==> config.mk <==
export PLATFORM = sky130hd
export DESIGN_NAME = fifo_sync_flags_flat
export DESIGN_NICKNAME = d
export VERILOG_FILES = /design/src/rtl/fifo_pkg.sv /design/src/rtl/fifo_sync_flags_if.sv /design/src/rtl/fifo_mem_dp.sv /design/src/rtl/fifo_sync_flags.sv /design/src/flat_wrapper.sv
export SDC_FILE = /design/constraint.sdc
export NUM_CORES = 1
export LEC_CHECK = 0
export CORE_ASPECT_RATIO = 2
export CORE_MARGIN = 3
export CORE_UTILIZATION = 51
export DETAILED_ROUTE_END_ITERATION = 6
export GPL_TIMING_DRIVEN = 0
export PLACE_DENSITY = 0.69
export SLEW_MARGIN = 20
export SYNTH_ARGS = -nofsm -noshare
export SYNTH_HDL_FRONTEND = slang
export SYNTH_HIERARCHICAL = 1
export SYNTH_SLANG_ARGS = --single-unit
==> constraint.sdc <==
create_clock -name clk -period 3.18 [get_ports clk]
set_input_delay 0.477 -clock clk [delete_from_list [all_inputs] [get_ports clk]]
set_output_delay 0.477 -clock clk [all_outputs]
set_load 0.01 [all_outputs]
==> src/rtl/fifo_pkg.sv <==
// Shared definitions for the single-clock flag FIFO.
//   clog2      : ceiling log2, used to size addresses and the fill counter
//   params_ok  : legality check for depth and threshold parameters
//   DEFAULT_*  : default parameter values shared by the RTL and its users
package fifo_pkg;

    localparam int DEFAULT_DATA_WIDTH = 8;
    localparam int DEFAULT_MEM_DEPTH  = 16;

    function automatic int clog2(input int value);
        int result;
        int v;
        result = 0;
        v      = value - 1;
        for (int i = 0; i < 32; i++) begin
            if (v > 0) begin
                result = result + 1;
                v      = v >> 1;
            end
        end
        return result;
    endfunction

    // Depth must be a power of two (natural pointer wrap) and at least 4;
    // thresholds must be ordered so that almost_empty and almost_full never
    // describe the same fill level.
    function automatic bit params_ok(input int depth, input int afull_lvl, input int aempty_lvl);
        bit ok;
        ok = 1'b1;
        if (depth < 4)                        ok = 1'b0;
        if ((depth & (depth - 1)) != 0)       ok = 1'b0;
        if (aempty_lvl < 0)                   ok = 1'b0;
        if (aempty_lvl >= afull_lvl)          ok = 1'b0;
        if (afull_lvl > depth)                ok = 1'b0;
        return ok;
    endfunction

    // Width of the occupancy count: must hold 0..depth inclusive.
    function automatic int count_width(input int depth);
        return clog2(depth) + 1;
    endfunction

endpackage

==> src/rtl/fifo_sync_flags_if.sv <==
// Handshake/status bundle between a producer/consumer and fifo_sync_flags.
//   master : drives clr, wr_en, din, rd_en; observes data and status
//   slave  : the FIFO side
interface fifo_sync_flags_if
    import fifo_pkg::*;
#(
    parameter int DATA_WIDTH = DEFAULT_DATA_WIDTH,
    parameter int MEM_DEPTH  = DEFAULT_MEM_DEPTH
);
    localparam int CNT_WIDTH = count_width(MEM_DEPTH);

    logic                  clr;
    logic                  wr_en;
    logic [DATA_WIDTH-1:0] din;
    logic                  rd_en;
    logic [DATA_WIDTH-1:0] dout;
    logic                  full;
    logic                  empty;
    logic                  almost_full;
    logic                  almost_empty;
    logic [CNT_WIDTH-1:0]  count;
    logic                  overflow;
    logic                  underflow;

    modport master (
        output clr, wr_en, din, rd_en,
        input  dout, full, empty, almost_full, almost_empty, count, overflow, underflow
    );

    modport slave (
        input  clr, wr_en, din, rd_en,
        output dout, full, empty, almost_full, almost_empty, count, overflow, underflow
    );

endinterface

==> src/rtl/fifo_mem_dp.sv <==
// Simple dual-port storage array for the FIFO.
//   clk   : write clock
//   we    : write enable (already qualified by the caller)
//   waddr : write address, wdata : write data
//   raddr : read address, rdata : asynchronous read data
// Contents are deliberately not reset.
module fifo_mem_dp #(
    parameter int DATA_WIDTH = 8,
    parameter int ADDR_WIDTH = 4
) (
    input  logic                  clk,
    input  logic                  we,
    input  logic [ADDR_WIDTH-1:0] waddr,
    input  logic [DATA_WIDTH-1:0] wdata,
    input  logic [ADDR_WIDTH-1:0] raddr,
    output logic [DATA_WIDTH-1:0] rdata
);
    logic [DATA_WIDTH-1:0] mem_reg [2**ADDR_WIDTH];

    always_ff @(posedge clk) begin
        if (we) begin
            mem_reg[waddr] <= wdata;
        end
    end

    assign rdata = mem_reg[raddr];

endmodule

==> src/rtl/fifo_sync_flags.sv <==
// Single-clock parametrised FIFO with registered status flags, fill count,
// programmable almost-full/almost-empty, synchronous flush and sticky
// overflow/underflow. FWFT=1 selects first-word-fall-through reads.
//   clk   : clock, rising edge
//   rst_n : asynchronous active-low reset
//   bus   : slave side of fifo_sync_flags_if (clr, wr_en, din, rd_en in;
//           dout, full, empty, almost_full, almost_empty, count,
//           overflow, underflow out)
module fifo_sync_flags
    import fifo_pkg::*;
#(
    parameter int DATA_WIDTH = DEFAULT_DATA_WIDTH,
    parameter int MEM_DEPTH  = DEFAULT_MEM_DEPTH,
    parameter int FWFT       = 0,
    parameter int AFULL_LVL  = MEM_DEPTH - 2,
    parameter int AEMPTY_LVL = 2
) (
    input  logic             clk,
    input  logic             rst_n,
    fifo_sync_flags_if.slave bus
);
    localparam int ADDR_WIDTH = clog2(MEM_DEPTH);
    localparam int CNT_WIDTH  = count_width(MEM_DEPTH);

    localparam logic [CNT_WIDTH-1:0]  CNT_ONE    = CNT_WIDTH'(1);
    localparam logic [ADDR_WIDTH:0]   PTR_ONE    = (ADDR_WIDTH + 1)'(1);
    localparam logic [CNT_WIDTH-1:0]  AFULL_CNT  = CNT_WIDTH'(AFULL_LVL);
    localparam logic [CNT_WIDTH-1:0]  AEMPTY_CNT = CNT_WIDTH'(AEMPTY_LVL);

    if (!params_ok(MEM_DEPTH, AFULL_LVL, AEMPTY_LVL)) begin : g_param_error
        $error("fifo_sync_flags: illegal MEM_DEPTH/AFULL_LVL/AEMPTY_LVL combination");
    end

    logic [ADDR_WIDTH:0]     wr_ptr_reg, wr_ptr_next;
    logic [ADDR_WIDTH:0]     rd_ptr_reg, rd_ptr_next;
    logic [CNT_WIDTH-1:0]    count_reg, count_next;
    logic                    full_reg, full_next;
    logic                    empty_reg, empty_next;
    logic                    afull_reg, afull_next;
    logic                    aempty_reg, aempty_next;
    logic                    ovf_reg, ovf_next;
    logic                    unf_reg, unf_next;
    logic [DATA_WIDTH-1:0]   dout_reg, dout_next;

    logic                    wr_ok;
    logic                    rd_ok;
    logic                    mem_we;
    logic [ADDR_WIDTH-1:0]   mem_raddr;
    logic [DATA_WIDTH-1:0]   mem_rdata;

    // Acceptance uses only the registered (pre-edge) flags, so a read never
    // frees space for a same-cycle write and vice versa.
    assign wr_ok = bus.wr_en & ~full_reg;
    assign rd_ok = bus.rd_en & ~empty_reg;

    // rst_n gating keeps a write from landing while reset is held.
    assign mem_we = wr_ok & ~bus.clr & rst_n;

    fifo_mem_dp #(
        .DATA_WIDTH (DATA_WIDTH),
        .ADDR_WIDTH (ADDR_WIDTH)
    ) u_mem (
        .clk   (clk),
        .we    (mem_we),
        .waddr (wr_ptr_reg[ADDR_WIDTH-1:0]),
        .wdata (bus.din),
        .raddr (mem_raddr),
        .rdata (mem_rdata)
    );

    // Pointer, count and flag next-state. Flags are derived from the
    // next-state pointers/count so they are registered yet always agree
    // with count in the same cycle.
    always_comb begin
        wr_ptr_next = wr_ptr_reg;
        rd_ptr_next = rd_ptr_reg;
        count_next  = count_reg;
        ovf_next    = ovf_reg;
        unf_next    = unf_reg;

        if (bus.clr) begin
            wr_ptr_next = '0;
            rd_ptr_next = '0;
            count_next  = '0;
            ovf_next    = 1'b0;
            unf_next    = 1'b0;
        end else begin
            if (wr_ok) wr_ptr_next = wr_ptr_reg + PTR_ONE;
            if (rd_ok) rd_ptr_next = rd_ptr_reg + PTR_ONE;
            if (wr_ok && !rd_ok)      count_next = count_reg + CNT_ONE;
            else if (rd_ok && !wr_ok) count_next = count_reg - CNT_ONE;
            ovf_next = ovf_reg | (bus.wr_en & full_reg);
            unf_next = unf_reg | (bus.rd_en & empty_reg);
        end

        empty_next  = (wr_ptr_next == rd_ptr_next);
        full_next   = (wr_ptr_next[ADDR_WIDTH] != rd_ptr_next[ADDR_WIDTH]) &&
                      (wr_ptr_next[ADDR_WIDTH-1:0] == rd_ptr_next[ADDR_WIDTH-1:0]);
        afull_next  = (count_next >= AFULL_CNT);
        aempty_next = (count_next <= AEMPTY_CNT);
    end

    if (FWFT != 0) begin : g_fwft
        // The output register is preloaded with whatever will be the head
        // after this edge. If that head is the word being written right now
        // (FIFO empty, or one entry left and being popped) the memory does
        // not hold it yet, so it is bypassed from din.
        assign mem_raddr = rd_ptr_next[ADDR_WIDTH-1:0];

        always_comb begin
            dout_next = dout_reg;
            if (!empty_next) begin
                if (wr_ok && (rd_ptr_next == wr_ptr_reg)) begin
                    dout_next = bus.din;
                end else begin
                    dout_next = mem_rdata;
                end
            end
        end
    end else begin : g_std
        // Registered read: the head is captured on an accepted read.
        assign mem_raddr = rd_ptr_reg[ADDR_WIDTH-1:0];

        always_comb begin
            dout_next = dout_reg;
            if (!bus.clr && rd_ok) begin
                dout_next = mem_rdata;
            end
        end
    end

    always_ff @(posedge clk or negedge rst_n) begin
        if (!rst_n) begin
            wr_ptr_reg <= '0;
            rd_ptr_reg <= '0;
            count_reg  <= '0;
            full_reg   <= 1'b0;
            empty_reg  <= 1'b1;
            afull_reg  <= 1'b0;
            aempty_reg <= 1'b1;
            ovf_reg    <= 1'b0;
            unf_reg    <= 1'b0;
            dout_reg   <= '0;
        end else begin
            wr_ptr_reg <= wr_ptr_next;
            rd_ptr_reg <= rd_ptr_next;
            count_reg  <= count_next;
            full_reg   <= full_next;
            empty_reg  <= empty_next;
            afull_reg  <= afull_next;
            aempty_reg <= aempty_next;
            ovf_reg    <= ovf_next;
            unf_reg    <= unf_next;
            dout_reg   <= dout_next;
        end
    end

    assign bus.dout         = dout_reg;
    assign bus.full         = full_reg;
    assign bus.empty        = empty_reg;
    assign bus.almost_full  = afull_reg;
    assign bus.almost_empty = aempty_reg;
    assign bus.count        = count_reg;
    assign bus.overflow     = ovf_reg;
    assign bus.underflow    = unf_reg;

endmodule
==> src/flat_wrapper.sv <==
// flat-port wrapper written by rule: the top's interface ports become plain ports
module fifo_sync_flags_flat import fifo_pkg::*;
#(
    parameter int DATA_WIDTH = DEFAULT_DATA_WIDTH,
    parameter int MEM_DEPTH  = DEFAULT_MEM_DEPTH,
    parameter int FWFT       = 0,
    parameter int AFULL_LVL  = MEM_DEPTH - 2,
    parameter int AEMPTY_LVL = 2
)
  (clk, rst_n, bus_clr, bus_wr_en, bus_din, bus_rd_en, bus_dout, bus_full, bus_empty, bus_almost_full, bus_almost_empty, bus_count, bus_overflow, bus_underflow);
  fifo_sync_flags_if #(.DATA_WIDTH(DATA_WIDTH), .MEM_DEPTH(MEM_DEPTH)) bus_i ();
  input  logic clk;
  input  logic rst_n;
  input wire logic [$bits(bus_i.clr)-1:0] bus_clr;
  input wire logic [$bits(bus_i.wr_en)-1:0] bus_wr_en;
  input wire logic [$bits(bus_i.din)-1:0] bus_din;
  input wire logic [$bits(bus_i.rd_en)-1:0] bus_rd_en;
  output wire logic [$bits(bus_i.dout)-1:0] bus_dout;
  output wire logic [$bits(bus_i.full)-1:0] bus_full;
  output wire logic [$bits(bus_i.empty)-1:0] bus_empty;
  output wire logic [$bits(bus_i.almost_full)-1:0] bus_almost_full;
  output wire logic [$bits(bus_i.almost_empty)-1:0] bus_almost_empty;
  output wire logic [$bits(bus_i.count)-1:0] bus_count;
  output wire logic [$bits(bus_i.overflow)-1:0] bus_overflow;
  output wire logic [$bits(bus_i.underflow)-1:0] bus_underflow;
  assign bus_i.clr = bus_clr;
  assign bus_i.wr_en = bus_wr_en;
  assign bus_i.din = bus_din;
  assign bus_i.rd_en = bus_rd_en;
  assign bus_dout = bus_i.dout;
  assign bus_full = bus_i.full;
  assign bus_empty = bus_i.empty;
  assign bus_almost_full = bus_i.almost_full;
  assign bus_almost_empty = bus_i.almost_empty;
  assign bus_count = bus_i.count;
  assign bus_overflow = bus_i.overflow;
  assign bus_underflow = bus_i.underflow;
  fifo_sync_flags #(.DATA_WIDTH(DATA_WIDTH), .MEM_DEPTH(MEM_DEPTH), .FWFT(FWFT), .AFULL_LVL(AFULL_LVL), .AEMPTY_LVL(AEMPTY_LVL)) u_core (.clk(clk), .rst_n(rst_n), .bus(bus_i));
endmodule
## Word-level counts from Yosys, hierarchy flattened

Memories as Yosys holds them, arrays and structs flattened. A register that Yosys moved wholly into a read port is not among the register bits.
Cells that the tools add are included.

- Register bits: 21
- Latch bits: 0
- Bits in writable memories: 128
- Bits in read-only memories: 0
- Bits of input ports: 13
- Output and inout bits: 19
- Logic and storage cells: 49
- Memories: 1

Memories:

| name | depth | bits a word | rd ports | clocked after Yosys merged registers in | wr ports | line | RTL |
|---|---|---|---|---|---|---|---|
| u_core.u_mem.mem_reg | 16 | 8 | 1 | 1 | 1 | fifo_mem_dp.sv:18 | `logic [DATA_WIDTH-1:0] mem_reg [2**ADDR_WIDTH];` |

- Add/subtract/negate cells: 4
- Multipliers: 0
- Div/mod/pow operators: 0
- Order comparisons: 2
- Eq/ne operators: 3
- Shift-type cells: 0
- Muxes and demuxes: 11
- Bitwise logic cells: 11
- Reduce and logical (&&, ||, !) cells: 8

Operators with widths:

| cell | number |
|---|---|
| $mux 5 | 7 |
| $add 5x1->5 const B | 3 |
| $and 1x1->1 | 6 |
| $eq 5x5->1 | 1 |
| $ge 5x4->1 const B | 1 |
| $le 5x2->1 const B | 1 |
| $sub 5x1->5 const B | 1 |
| $eq 4x4->1 | 1 |
| $logic_and 1x1->1 | 4 |
| $logic_not 1->1 | 4 |
| $mux 1 | 4 |
| $not 1->1 | 3 |
| $or 1x1->1 | 2 |
| $ne 1x1->1 | 1 |

## Longest topological paths before layout

Gate-level depths: netlist of run 1.

- Depth in word-level cells: 8
- Mapped depth: 6
- Gate-level depth less buffers: 6

## Cells and area by module

Netlist of run 1, hierarchy kept.

By module, submodules not included:

| module | instances | cells each | area each (um^2) |
|---|---|---|---|
| fifo_mem_dp | 1 | 221 | 4,987.3 |
| fifo_sync_flags | 1 | 123 | 1,428.9 |

## Least setup slack after synthesis of run 1

No wires, ideal clock.

- Kind: input port to flip-flop
- Start point: in bus_clr
- End point: mem u_core.u_mem.mem_reg[0][0], enable pin
- Setup time: 0.383 ns
- Arrival time: 2.140 ns
- Data required time: 2.797 ns
- Path slack: 0.656 ns
- Stages on the path: 5
- Path through: clkbuf_1 inv_1 and3_1 or3b_2 nor3_1

- Longest elaborated chain between the ends: 5

Ends and longest elaborated chain:

| what | line | RTL |
|---|---|---|
| start, declared | flat_wrapper.sv:14 | `input wire logic [$bits(bus_i.clr)-1:0] bus_clr;` |
| $not 1->1 | fifo_sync_flags.sv:57 | `assign mem_we = wr_ok & ~bus.clr & rst_n;` |
| $and 1x1->1 (2 in a row) | fifo_sync_flags.sv:57 |  |
| named net u_core.mem_we | fifo_sync_flags.sv:47 | `logic mem_we;` |
| $mux 1 | fifo_mem_dp.sv:21 | `if (we) begin` |
| $mux 1 (implied by the code) | fifo_mem_dp.sv:22 | `mem_reg[waddr] <= wdata;` |
| end, declared | fifo_mem_dp.sv:18 |  |

The timed path passes the listed nets, and every way through them passes these cells.

## Worst setup path in the final report of run 1

- Start point: in bus_wr_en
- End point: mem u_core.u_mem.mem_reg[2][0], enable pin

- Longest elaborated chain between the ends: 5

Ends and longest elaborated chain:

| what | line | RTL |
|---|---|---|
| start, declared | flat_wrapper.sv:15 | `input wire logic [$bits(bus_i.wr_en)-1:0] bus_wr_en;` |
| $and 1x1->1 | fifo_sync_flags.sv:53 | `assign wr_ok = bus.wr_en & ~full_reg;` |
| $and 1x1->1 (2 in a row) | fifo_sync_flags.sv:57 |  |
| named net u_core.mem_we | fifo_sync_flags.sv:47 |  |
| $mux 1 | fifo_mem_dp.sv:21 |  |
| $mux 1 (implied by the code) | fifo_mem_dp.sv:22 |  |

The timed path passes the listed nets, and every way through them passes these cells.

==> metrics.cfg, run 1 <==
[run_status]
run_status = finished clean

[logic_synthesis]
yosysTopAreaCell = edfxtp_1
synth-seq-cells = 157
synth.yosys.seq_area_share = 0.7126
synth_top_area_frac = 0.5991
synth_edf_count = 128
ys.flop_type = edfxtp_1
yosysWarningCount = 6
synth_nets = 361
synthTopCellsByArea = edfxtp_1 60%, dfrtp_1 11%, mux4_2 6.3%
synthesis.area_sq_um = 6416
async_reset_ff_frac = 0.1847
netlist_instances = 344
ys_types = 45
avgSynthCellArea_sq_um = 18.65

[route]
detail-route-antenna-nets = 0
vias = 3258
wl_per_cell_microns = 23.38
viasPerCell = 5.892
drc_errors = 0
first_pass_iters = 4
drt_iter0_drc = 249
wl_microns = 12930

[critical_path]
ff2ff_path_depth = 5
critPathLaunch = bus_wr_en
worst_path_max_delay_cell = nor2_1
cp_max_fo = 9
r2r_slack_ns = 0.65
critPathKind = in -> reg
slowest_delay_ns = 0.65
crit_end = u_core/u_mem/mem_reg[2][0]
crit_path_end_kind = flop
cp-start-kind = input pin
r2r-end = u_core/u_mem/mem_reg[2][0]
required_ns = 3.22
crit_path_cell_trace = clkdlybuf4s50_1 -> nor2b_1 -> buf_6 -> and3_1 -> or3b_2 -> nor2_1
worstReg2RegStart = u_core/bus.full
arrival_ns = 2.76

[global_route]
grt_max_degree = 31
grt_first_pass_wirelength_microns = 19810
grt_remaining_overflow = 0
antenna_found_initial = 0
grt_pass1_vias = 3465
grt_use_total = 0.1994

[placement]
place_hpwl_microns = 9060
io_buffers = 30
dp.cells = 521
place_congestion = 0.8403

[clocking]
clkSinkCount = 157
cts_tree = yes
numCtsBuffers = 17
root_buffer = clkbuf_16
postCtsSetupRepairBufs = 0
clock_path_buffers = 2
htree_levels = 4
cts_resized = 0
clk_pin_slew_ns = 0.06
hold_buffers = 0
insertion_delay_ns = 0.41

[power_and_ir_drop]
pwr-share-seq = 0.495
power_frac_clock = 0.398
pwr_density_cell_nw_per_um2 = 638.7
power_switching_w = 0.001101
power_leakage_nw = 2.575
p_int_w = 0.003675
vdd_drop_max_uv = 384.0
finalPower_w = 0.004776
comb_power_share = 0.107
p_sw_frac = 0.2305

[timing]
setup_viol = 0
max_slew_margin = 0.4285
timing.final.crit_share = 0.8564
max_slew.worst_pin.slew_ns = 0.8541
rsz0062_at_grt = no
hold_viol = 0
finClkSkew_ns = 0.008749
min_period_ns = 2.723
tns_ns = 0
final_max_slew_viol_count = 0
fmax_ghz = 0.3672

[cells_and_area]
antenna_cells = 0
largest_register_ffs = 128
seqCellArea_sq_um = 4572
fin_util = 0.6131
syn_to_final_growth_pct = 16.54
num-fill-cells = 884
multi_input_area_sq_um = 1729
fin_cells = 553
nets = 410
drive_above_1_share = 0.1872

[floorplanning]
coreArea_sq_um = 12200
die_w_microns = 85.31
die_h_microns = 164.6
start_util = 0.5261
pin_count = 32
die_area_sq_um = 14040
rows = 57

[run]
timing.max_cap.violations = 0

[worst_hold_path]
hold_path_class = in -> async

cell usage in the layout (no fill, tap or decap), types with 5 or more instances in the layout:
| cell type | n |
|---|---|
| edfxtp_1 | 128 |
| nor2_1 | 30 |
| clkdlybuf4s50_1 | 29 |
| dfrtp_1 | 27 |
| mux4_2 | 18 |
| clkbuf_16 | 17 |
| a22oi_1 | 16 |
| mux4_1 | 14 |
| nand2_1 | 10 |
| xor2_1 | 9 |
| inv_6 | 6 |
| mux2_1 | 6 |
| buf_6 | 5 |
| nand2b_1 | 5 |
| inv_1 | 5 |
logic make-up after synthesis:
group | count (synthesis) | synth area share
flip-flops | 157 | 0.7126
AND/OR/NAND/NOR | 80 | 0.06845
multiplexers | 42 | 0.1377
AO/OA/AOI/OAI | 28 | 0.03120
buffers and inverters | 19 | 0.02106
XOR/XNOR | 14 | 0.02126
adder cells (fa/ha/maj) | 4 | 0.007801
worst max-delay path, delay by kind of cell:
family	cells	cell delay, ns
and+or+nand+nor	4	1.60
buffers and inverters	2	0.68
synth_stat cells (3+ instances only):
library cell and n:
edfxtp_1 128, nor2_1 30, dfrtp_1 27, mux4_2 18, a22oi_1 16, mux4_1 14
nand2_1 10, xor2_1 9, mux2_1 6, buf_6 5, inv_1 5, nand2b_1 5
a21oi_1 4, ha_1 4, nand3b_1 4, nand4_1 4, nor3_1 4, xnor2_1 4
and3_1 3, buf_2 3, clkdlybuf4s25_2 3, o21ai_0 3, or3_1 3
per-layer routing:
layer | vias to the layer above | global-route usage | wire length [microns]
met5 | - | 0 | 0
met4 | 0 | 0.1009 | 472
met3 | 23 | 0.03894 | 449
met2 | 74 | 0.3693 | 7557
met1 | 1677 | 0.2102 | 4451
li1 | 1484 | - | -
how the worst min path moves through the flow:
stage,endpoint,cells after the start
after floorplan,u_core/bus.almost_full,0
after global placement,u_core/bus.dout[2],1
after detailed placement,u_core/bus.dout[2],1
after CTS,u_core/bus.almost_full,1
after global routing,u_core/bus.count[2],1
final,u_core/bus.almost_full,1
layout make-up:
class                      instances  share of cell area
buffer                            14             0.01556
multi-input combinational        168              0.2313
tap                              147             0.02460
inverter                           5            0.002510
clock buffer                      18             0.05740
clock inverter                    14             0.01774
timing repair buffer              30             0.03949
sequential                       157              0.6114
power by group through the flow:
stage	Clock (W)	Sequential [W]	Combinational [W]
after global placement	0	0.00240	0.000510
final	0.00190	0.00236	0.000513
after floorplan	0	0.00243	0.000236
after detailed placement	0	0.00241	0.000521
after CTS	0.00194	0.00237	0.000523
after global routing	0.00202	0.00237	0.000552
metrics by stage:
step	hold WS (ns)	setup WS, ns	area [sq um]
floorplan	0.1814	0.6562	6416
global placement	0.4744	-1.036	6900
detailed placement	0.4813	0.01421	6915
CTS	0.1036	0.4422	7477
global route	0.1360	0.2924	7477
finish	0.09005	0.4565	7477
Power figures use the tool's default switching activity.
==> inputs of run 2 (changes only) <==
- CTS_BUF_LIST: default -> sky130_fd_sc_hd__clkbuf_2 sky130_fd_sc_hd__clkbuf_4 sky130_fd_sc_hd__clkbuf_8
==> run 2 against run 1 <==
  * Maximum frequency up 0.81%
  * First-iteration DRC count down 16%
  * Sequential power about the same
  * Non-clock buffer count unchanged
  * Flip-flop and latch count unchanged
  * Critical endpoint unchanged
  * Largest power group unchanged
==> metrics.cfg, run 2 (synthesis gave the netlist of run 1 again) <==
[cells_and_area]
nets = 410  ; unchanged
fin_cells = 553  ; unchanged
antenna_cells = 0  ; unchanged
drive_above_1_share = 0.1897  ; +0.002463
syn_to_final_growth_pct = 13.61
num-fill-cells = 917  ; +3.7%
largest_register_ffs = 128  ; unchanged
final_cell_mix = 128 x edfxtp_1, 30 x nor2_1, 29 x clkdlybuf4s50_1
mostFrequentLayoutCell = edfxtp_1

[clocking]
cts_tree = yes
clkSinkCount = 157  ; unchanged
cts_resized = 0  ; unchanged
clk_pin_slew_ns = 0.08  ; +0.02 ns
numCtsBuffers = 17  ; unchanged
root_buffer = clkbuf_8
hold_buffers = 0  ; unchanged
clock_path_buffers = 2  ; unchanged
insertion_delay_ns = 0.43  ; +0.02 ns
htree_levels = 4  ; unchanged
postCtsSetupRepairBufs = 0  ; unchanged

[timing]
timing.final.crit_share = 0.8496  ; -0.006873
setup_viol = 0  ; unchanged
final_max_slew_viol_count = 0  ; unchanged
max_slew.worst_pin.slew_ns = 0.8363  ; -0.01782 ns
hold_viol = 0  ; unchanged
finClkSkew_ns = 0.01158  ; +0.002828 ns
max_slew_margin = 0.4404  ; +0.01192
min_period_ns = 2.702  ; -0.02186 ns
fmax_ghz = 0.3702  ; +0.81%
tns_ns = 0  ; unchanged
rsz0062_at_grt = no
worst_slack_ns = 0.4784  ; +0.02186 ns

[route]
viasPerCell = 5.926  ; +0.58%
detail-route-antenna-nets = 0  ; unchanged
wl_microns = 12770  ; -1.3%
vias = 3277  ; +0.58%
drt_iter0_drc = 210  ; -16%
first_pass_iters = 5  ; +1
drc_errors = 0  ; unchanged
wl_per_cell_microns = 23.08  ; -1.3%

[critical_path]
arrival_ns = 2.76  ; about the same
critPathKind = in -> reg
cp_max_fo = 9  ; unchanged
crit_path_end_kind = flop
cp-start-kind = input pin
required_ns = 3.24  ; +0.02 ns

[power_and_ir_drop]
power_switching_w = 0.001029  ; -6.5%
pwr-share-seq = 0.555  ; +0.060
power_frac_clock = 0.324  ; -0.074
vdd_drop_max_uv = 358.1  ; -6.8%
power_leakage_nw = 2.491  ; -3.3%
comb_power_share = 0.120  ; +0.013
p_int_w = 0.003222  ; -12%
pwr_density_cell_nw_per_um2 = 583.2  ; -8.7%
p_sw_frac = 0.2421  ; +0.01154

[run_status]
run_status = finished clean

[run]
timing.max_cap.violations = 0  ; unchanged

[placement]
io_buffers = 30  ; unchanged
place_hpwl_microns = 9060  ; unchanged
dp.cells = 521  ; unchanged
place_congestion = 0.8403  ; unchanged
place_ws_ns = 0.01421  ; unchanged

[worst_hold_path]
hold_path_class = in -> async

[floorplanning]
die_h_microns = 164.6  ; unchanged
rows = 57  ; unchanged
die_w_microns = 85.31  ; unchanged
start_util = 0.5261  ; unchanged
die_area_sq_um = 14040  ; unchanged
coreArea_sq_um = 12200  ; unchanged
pin_count = 32  ; unchanged

[global_route]
grt_max_degree = 31  ; unchanged
grt_use_total = 0.1949  ; -0.004458
antenna_found_initial = 0  ; unchanged
grt_first_pass_wirelength_microns = 19470  ; -1.7%
grt_remaining_overflow = 0  ; unchanged
grt_pass1_vias = 3457  ; -0.23%

run 2: changes by cell type in the layout (fill, tap and decap cells not counted):
cell / before / now
clkbuf_4: 0 / 1
clkbuf_8: 0 / 17
clkbuf_1: 3 / 2
clkbuf_16: 17 / 0
run 2: layout make-up:
cell class | count | area, sq um | area share
Timing Repair Buffer | 30 | 295.3 | 0.04051
Clock inverter | 14 | 132.6 | 0.01819
Inverter | 5 | 18.77 | 0.002575
Buffer | 14 | 116.4 | 0.01596
Sequential cell | 157 | 4572 | 0.6272
Multi-Input combinational cell | 168 | 1729 | 0.2372
Clock buffer | 18 | 241.5 | 0.03313
Tap cell | 147 | 183.9 | 0.02523
run 2: per-layer routing:
metal	GRT usage	vias to the layer above	wire, microns	share of wire
met5	0	-	0	0
met3	0.03295	30	506	0.040
li1	-	1476	-	-
met2	0.3640	91	7329	0.57
met1	0.2054	1680	4348	0.34
met4	0.1001	0	582	0.046
run 2: final timing paths:
path	from	to	slack [ns]	cells after the start
setup / recovery	bus_wr_en	u_core/u_mem/mem_reg[2][0]	0.48	6
setup reg to reg	u_core/bus.full	u_core/u_mem/mem_reg[2][0]	0.65	5
hold reg to reg	u_core/bus.dout[2]	u_core/bus.dout[2]	0.49	1
min in group clk	u_core/bus.dout[2]	u_core/bus.dout[2]	0.49	1
max in group asynchronous	rst_n	u_core/wr_ptr_reg[1]	2.68	1
hold / removal	rst_n	u_core/bus.almost_full	0.07	1
run 2: power groups by stage:
stage | clock [W] | combinational [W] | sequential, W
2_1_floorplan | 0 | 0.000236 | 0.00243
3_3_place_gp | 0 | 0.000510 | 0.00240
3_5_place_dp | 0 | 0.000521 | 0.00241
4_1_cts | 0.00142 | 0.000522 | 0.00236
5_1_grt | 0.00150 | 0.000552 | 0.00237
6_report | 0.00138 | 0.000512 | 0.00236
run 2: through the flow:
step / power, W / hold slack, ns / utilization / cell area (sq um)
after floorplan: 0.002663 / 0.1814 / - / 6416
after global placement: 0.002913 / 0.4744 / 0.5658 / 6900
after detailed placement: 0.002929 / 0.4813 / 0.5670 / 6915
after CTS: 0.004304 / 0.07028 / 0.5977 / 7289
after global routing: 0.004425 / 0.1043 / 0.5977 / 7289
final: 0.004251 / 0.07264 / 0.5977 / 7289
run 2: critical path, stage by stage:
cell and delay, ns:
clkdlybuf4s50_1 0.52, nor2b_1 0.19, buf_6 0.16, and3_1 0.25
or3b_2 0.51, nor2_1 0.65
